<file path="config.mk">
export PLATFORM = sky130hd
export DESIGN_NAME = inert_sequencer_flat
export DESIGN_NICKNAME = d
export VERILOG_FILES = /design/src/rtl/inert_sequencer_if.sv /design/src/rtl/inert_sequencer.sv /design/src/flat_wrapper.sv
export SDC_FILE = /design/constraint.sdc
export NUM_CORES = 1
export LEC_CHECK = 0
export CAP_MARGIN = 20
export CORE_MARGIN = 2
export CORE_UTILIZATION = 47
export DETAILED_ROUTE_END_ITERATION = 8
export MAX_ROUTING_LAYER = met4
export PLACE_DENSITY = 0.76
export SLEW_MARGIN = 15
export SYNTH_ARGS = -nofsm -noshare
export SYNTH_HDL_FRONTEND = slang
export SYNTH_SLANG_ARGS = --single-unit
</file>
<file path="constraint.sdc">
create_clock -name clk -period 2.3 [get_ports clk]
set_input_delay 0.345 -clock clk [delete_from_list [all_inputs] [get_ports clk]]
set_output_delay 0.345 -clock clk [all_outputs]
set_load 0.02 [all_outputs]
</file>
<file path="src/rtl/inert_sequencer_if.sv">
// SPI transaction handshake between the inertial sequencer (master) and its SPI transceiver.
interface inert_sequencer_if;
    logic        wrt;
    logic [15:0] cmd;
    logic        done;
    logic [15:0] inertial_data;

    modport master (output wrt, output cmd, input done, input inertial_data);
    modport slave  (input wrt, input cmd, output done, output inertial_data);
endinterface

</file>
<file path="src/rtl/inert_sequencer.sv">
// NEMO gyro sequencer: power-on wait, three configuration writes, then interrupt-driven
// two-transaction yaw-rate reads over SPI.
module inert_sequencer #(
    // Power-on wait terminal count; only shortened for quick simulation runs.
    parameter logic [15:0] PwrWait = 16'hFFFF
) (
    input  logic              clk,
    input  logic              rst_n,
    input  logic              INT,
    inert_sequencer_if.master spi,
    output logic              setup_done,
    output logic [15:0]       yaw,
    output logic              vld,
    output logic              busy
);

    typedef enum logic [2:0] {
        StPwr,
        StCfg1,
        StCfg2,
        StCfg3,
        StWaitInt,
        StRdL,
        StRdH
    } state_e;

    state_e      state_q, state_d;
    logic [15:0] timer_q, timer_d;
    logic        int_ff1, int_ff2;
    logic [7:0]  low_q, low_d;
    logic        wrt_d;
    logic [15:0] cmd_d;
    logic        setup_done_d;
    logic [15:0] yaw_d;
    logic        vld_d;
    logic        busy_d;

    // Only the low byte of each read-back word carries data.
    logic unused_data_hi;
    assign unused_data_hi = ^spi.inertial_data[15:8];

    always_ff @(posedge clk or negedge rst_n) begin
        if (!rst_n) begin
            int_ff1 <= 1'b0;
            int_ff2 <= 1'b0;
        end else begin
            int_ff1 <= INT;
            int_ff2 <= int_ff1;
        end
    end

    assign timer_d = (timer_q == PwrWait) ? timer_q : timer_q + 16'd1;

    always_comb begin
        state_d      = state_q;
        low_d        = low_q;
        wrt_d        = 1'b0;
        cmd_d        = spi.cmd;
        busy_d       = busy;
        setup_done_d = setup_done;
        yaw_d        = yaw;
        vld_d        = 1'b0;
        unique case (state_q)
            StPwr: begin
                if (timer_q == PwrWait) begin
                    state_d = StCfg1;
                    wrt_d   = 1'b1;
                    cmd_d   = 16'h0D02;
                end
            end
            StCfg1: begin
                if (spi.done) begin
                    state_d = StCfg2;
                    wrt_d   = 1'b1;
                    cmd_d   = 16'h1160;
                end
            end
            StCfg2: begin
                if (spi.done) begin
                    state_d = StCfg3;
                    wrt_d   = 1'b1;
                    cmd_d   = 16'h1440;
                end
            end
            StCfg3: begin
                if (spi.done) begin
                    state_d      = StWaitInt;
                    busy_d       = 1'b0;
                    setup_done_d = 1'b1;
                end
            end
            StWaitInt: begin
                if (int_ff2 && setup_done) begin
                    state_d = StRdL;
                    wrt_d   = 1'b1;
                    cmd_d   = 16'hA600;
                end
            end
            StRdL: begin
                if (spi.done) begin
                    low_d   = spi.inertial_data[7:0];
                    state_d = StRdH;
                    wrt_d   = 1'b1;
                    cmd_d   = 16'hA700;
                end
            end
            StRdH: begin
                if (spi.done) begin
                    // Both bytes land in yaw together so it is never half-updated.
                    yaw_d   = {spi.inertial_data[7:0], low_q};
                    vld_d   = 1'b1;
                    busy_d  = 1'b0;
                    state_d = StWaitInt;
                end
            end
            default: state_d = StPwr;
        endcase
        if (wrt_d) busy_d = 1'b1;
    end

    always_ff @(posedge clk or negedge rst_n) begin
        if (!rst_n) begin
            state_q    <= StPwr;
            timer_q    <= 16'h0000;
            low_q      <= 8'h00;
            spi.wrt    <= 1'b0;
            spi.cmd    <= 16'h0000;
            setup_done <= 1'b0;
            yaw        <= 16'h0000;
            vld        <= 1'b0;
            busy       <= 1'b0;
        end else begin
            state_q    <= state_d;
            timer_q    <= timer_d;
            low_q      <= low_d;
            spi.wrt    <= wrt_d;
            spi.cmd    <= cmd_d;
            setup_done <= setup_done_d;
            yaw        <= yaw_d;
            vld        <= vld_d;
            busy       <= busy_d;
        end
    end

endmodule
</file>
<file path="src/flat_wrapper.sv">
// flat-port wrapper written by rule: the top's interface ports become plain ports
module inert_sequencer_flat 
#(
                                                                              
    parameter logic [15:0] PwrWait = 16'hFFFF
)
  (clk, rst_n, INT, setup_done, yaw, vld, busy, spi_wrt, spi_cmd, spi_done, spi_inertial_data);
  inert_sequencer_if spi_i ();
  input  logic clk;
  input  logic rst_n;
  input  logic INT;
  output logic setup_done;
  output logic [15:0] yaw;
  output logic vld;
  output logic busy;
  output wire logic [$bits(spi_i.wrt)-1:0] spi_wrt;
  output wire logic [$bits(spi_i.cmd)-1:0] spi_cmd;
  input wire logic [$bits(spi_i.done)-1:0] spi_done;
  input wire logic [$bits(spi_i.inertial_data)-1:0] spi_inertial_data;
  assign spi_wrt = spi_i.wrt;
  assign spi_cmd = spi_i.cmd;
  assign spi_i.done = spi_done;
  assign spi_i.inertial_data = spi_inertial_data;
  inert_sequencer #(.PwrWait(PwrWait)) u_core (.clk(clk), .rst_n(rst_n), .INT(INT), .spi(spi_i), .setup_done(setup_done), .yaw(yaw), .vld(vld), .busy(busy));
endmodule
</file>
==> results of run 1 <==
worst max-delay path: cells and delay by family (launching register included):
kind	cells	cell delay, ns
and+or+nand+nor	4	1.26
DFF	1	0.42
adders and majority gates	1	0.24
cell usage after synthesis (all sizes together) (2+ instances only):
cell and count:
a21oi 7, nand3 6, nor4 4, o21ai 6
mux2 9, nand4 3, xor2 7, clkbuf 5
nor2 8, nor3 8, nand4b 2, and3 2
o21a 3, buf 12, or2 3, xnor2 4
nand2 68, inv 3, nor2b 2, dfrtp 55
kinds of logic (layout without fill, tap and decap cells):
group | after synthesis | in the layout | share of synthesized area (%)
buffers and inverters | 21 | 61 | 4.92
AND/OR/NAND/NOR | 112 | 112 | 22.0
adder cells (fa/ha/maj) | 1 | 1 | 0.524
other | 1 | 6 | 0.157
multiplexers | 9 | 9 | 4.24
flip-flops | 55 | 55 | 57.6
XOR/XNOR | 11 | 11 | 4.03
AO/OA/AOI/OAI | 24 | 24 | 6.50
path summary, 6_finish.rpt:
path | end | startpoint
worst max-delay path | u_core.busy | u_core.timer_q[0]
worst min-delay path | u_core.int_ff2 | u_core.int_ff1
worst max register to register | u_core.busy | u_core.timer_q[0]
worst min register to register | u_core.int_ff2 | u_core.int_ff1
max in group asynchronous | u_core.yaw[13] | rst_n
min in group asynchronous | u_core.timer_q[14] | rst_n
report_power, final:
group | internal, mW | total (mW) | leakage [nW] | switching, mW
combinational | 0.0217 | 0.0556 | 0.623 | 0.0339
clock | 0.434 | 0.752 | 0.0644 | 0.318
sequential | 0.968 | 0.969 | 0.723 | 0.000663
total | 1.42 | 1.78 | 1.41 | 0.352
per-stage QoR:
step	power (mW)	hold slack (ns)	worst slack, ns
floorplan	1.01	0.0494	0.534
global placement	1.04	0.337	0.381
detailed placement	1.04	0.339	0.368
CTS	1.80	0.363	0.317
global route	1.84	0.379	0.199
finish	1.78	0.362	0.325
sequential cells by signal, indices dropped and copies added (netlist names):
signal / count
u_core.timer_q: 16
u_core.yaw: 16
u_core.low_q: 8
u_core.spi.cmd: 6
u_core.state_q: 3
u_core.busy: 1
u_core.int_ff1: 1
u_core.int_ff2: 1
u_core.setup_done: 1
u_core.spi.wrt: 1
u_core.vld: 1
area by class of cell:
| cell class | count | area share, % |
|---|---|---|
| sequential | 55 | 45.8 |
| multi-input combinational | 163 | 30.4 |
| timing repair buffer | 49 | 16.0 |
| tap | 67 | 2.79 |
| clock buffer | 5 | 2.29 |
| clock inverter | 3 | 2.25 |
| inverter | 4 | 0.500 |
layer usage:
| layer | part of all wire [%] | track usage [%] | routed length [µm] | vias to the layer above |
|---|---|---|---|---|
| met5 | 0 | - | 0 | - |
| met4 | 1.9 | 7.60 | 85 | 0 |
| met3 | 4.6 | 3.84 | 206 | 7 |
| met2 | 48 | 27.5 | 2160 | 44 |
| met1 | 45 | 23.2 | 2040 | 824 |
| li1 | - | - | - | 857 |
cells in the final DEF, fill, tap and decap left out, drive strengths merged, types with 2 or more instances in the layout:
master / synthesis / routed
o21a: 3 / 3
o21ai: 6 / 6
mux2: 9 / 9
and3: 2 / 2
conb: 1 / 6
nand3: 6 / 6
nor2b: 2 / 2
xnor2: 4 / 4
or2: 3 / 3
nand4b: 2 / 2
bufinv: 0 / 2
nand2: 68 / 68
clkbuf: 5 / 5
buf: 12 / 8
dfrtp: 55 / 55
nor4: 4 / 4
xor2: 7 / 7
nand4: 3 / 3
nor2: 8 / 8
a21oi: 7 / 7
inv: 3 / 3
clkdlybuf4s50: 0 / 40
nor3: 8 / 8
timing repair:
| action | 4_1_cts | 5_1_grt |
|---|---|---|
| hold buffers | 1 | 0 |
| endpoints found under the setup margin | 0 | 0 |
| hold endpoints to repair | 1 | 0 |
==> flow_summary.ini, run 1 <==
[final_layout]
layoutNonFillerInstCount = 346
nNetsFinal = 299
post-route-cell-area_mm2 = 0.00301
layout-drive-gt1-share_pct = 12.2
n_antenna_cell = 0
layout.core_utilization_pct = 62.4
combined_area_of_the_multi_input_logic_cells_um2 = 913
layout.filler_cells = 413
area_growth_pct = 25.8
seq_area_mm2 = 0.00138

[cts]
numCtsBuffers = 5
cts_repair_resize_count = 0
clkTransAtPathRegs_ns = 0.10
clock_tree_from_tritoncts = yes
post-cts-setup-buffer-count = 0
cts-root-buf = clkbuf_8
worst_skew_pair.late_latency_ns = 0.31
cts-htree-levels = 2
cts_max_path_bufs = 2
clkSinkCount = 55

[timing]
rsz_0062_raised_after_global_routing = no
final_critical_delay_including_setup_and_external_delays_ns = 1.97
setup_total_negative_slack_ns = 0
setup_violations = 0
fin_skew_ns = 0.00565
timing.fmax_mhz = 506
timing.final.crit_share_pct = 85.9
timing_max_transition_violations_final = 0
slew_headroom_pct = 59.7
hold_viol_final = 0
worstMarginPinSlew_ns = 0.598

[job]
drv.max_cap_violation_count = 0

[power]
worst_ir_drop_vdd_mv = 0.373
powerDensity_mw_per_mm2 = 591
power_leakage_nw = 1.41

[placed_design]
place_area_mm2 = 0.00286
routabilityCongestion = 0.738
placed_insts = 337
place.port_buffers = 41
post-dp-hpwl_mm = 3.05

[die]
die_x_um = 75.3
die_h_um = 75.3
design.core.area_mm2 = 0.00482
die-area_mm2 = 0.00567
start_util_pct = 49.6
io-pin-count = 56
placement_rows = 25

[detailed_routing]
drc = 0
routed_wl_mm = 4.49
drt_iter0_markers = 88
via_per_inst = 5.01
via_count = 1732
wire_per_inst_um = 13.0
drt_first_pass_iters = 4
ant_nets_after_route = 0

[outcome]
status = completed

[global_route]
grt_first_pass_wirelength_mm = 7.54
grt_max_degree = 36
grt_remaining_overflow = 0
grt_antenna_before_repair = 0
grt_pass1_vias = 1680
grt_usage_pct = 17.9

[yosys]
yosysTopAreaCell = dfrtp_1
synth_top_area_share_pct = 57.6
synth_area_leaders = dfrtp_1 58%, nand2_1 11%, mux2_2 4.2%
synthDistinctLibCells = 43
synth.ff_latch_count = 55
synth.yosys.seq_area_share_pct = 57.6
ys_async_sr_fraction_pct = 100
synth-warning-count = 0
synth_edf_count = 0
ys.flop_type = dfrtp_1
syn-cell-area_mm2 = 0.00239
syn_avg_cell_area_um2 = 10.2
synthCells = 234

[worst_hold_path]
hold_path_depth = 0
min-delay-path-class = flip-flop to flip-flop

[critical_path]
arrival_ns = 2.23
critPathMaxFanout = 7
crit_type = flip-flop to flip-flop
worst_path_max_delay_cell = or4_1
setup.reg_to_reg.worst_slack_ns = 0.33
delay_contributed_by_the_slowest_stage_of_the_critical_path_ns = 0.64
list_of_cells_traversed_by_the_critical_path = ha_1, nand4_1, or4_1, or3_4, nand3_2
critical_path_required_ns = 2.56
r2r_cells = 5
endpoint_kind = flip-flop
crit_path_start_kind = flip-flop
No activity file was read; power rests on OpenSTA's default activity.
==> run 2, diff against run 1 <==
--- a/config.mk
+++ b/config.mk
@@ -15,3 +15,4 @@
 export SYNTH_ARGS = -nofsm -noshare
 export SYNTH_HDL_FRONTEND = slang
 export SYNTH_SLANG_ARGS = --single-unit
+export TNS_END_PERCENT = 20
==> results of run 2 <==
Final layout, timing and power as in run 1 (identical DEF).
==> run 3, diff against run 2 <==
--- a/config.mk
+++ b/config.mk
@@ -8,6 +8,7 @@
 export CAP_MARGIN = 20
 export CORE_MARGIN = 2
 export CORE_UTILIZATION = 47
+export CTS_CLUSTER_SIZE = 20
 export DETAILED_ROUTE_END_ITERATION = 8
 export MAX_ROUTING_LAYER = met4
 export PLACE_DENSITY = 0.76
==> results of run 3 <==
Final layout, timing and power as in run 1 (identical DEF).
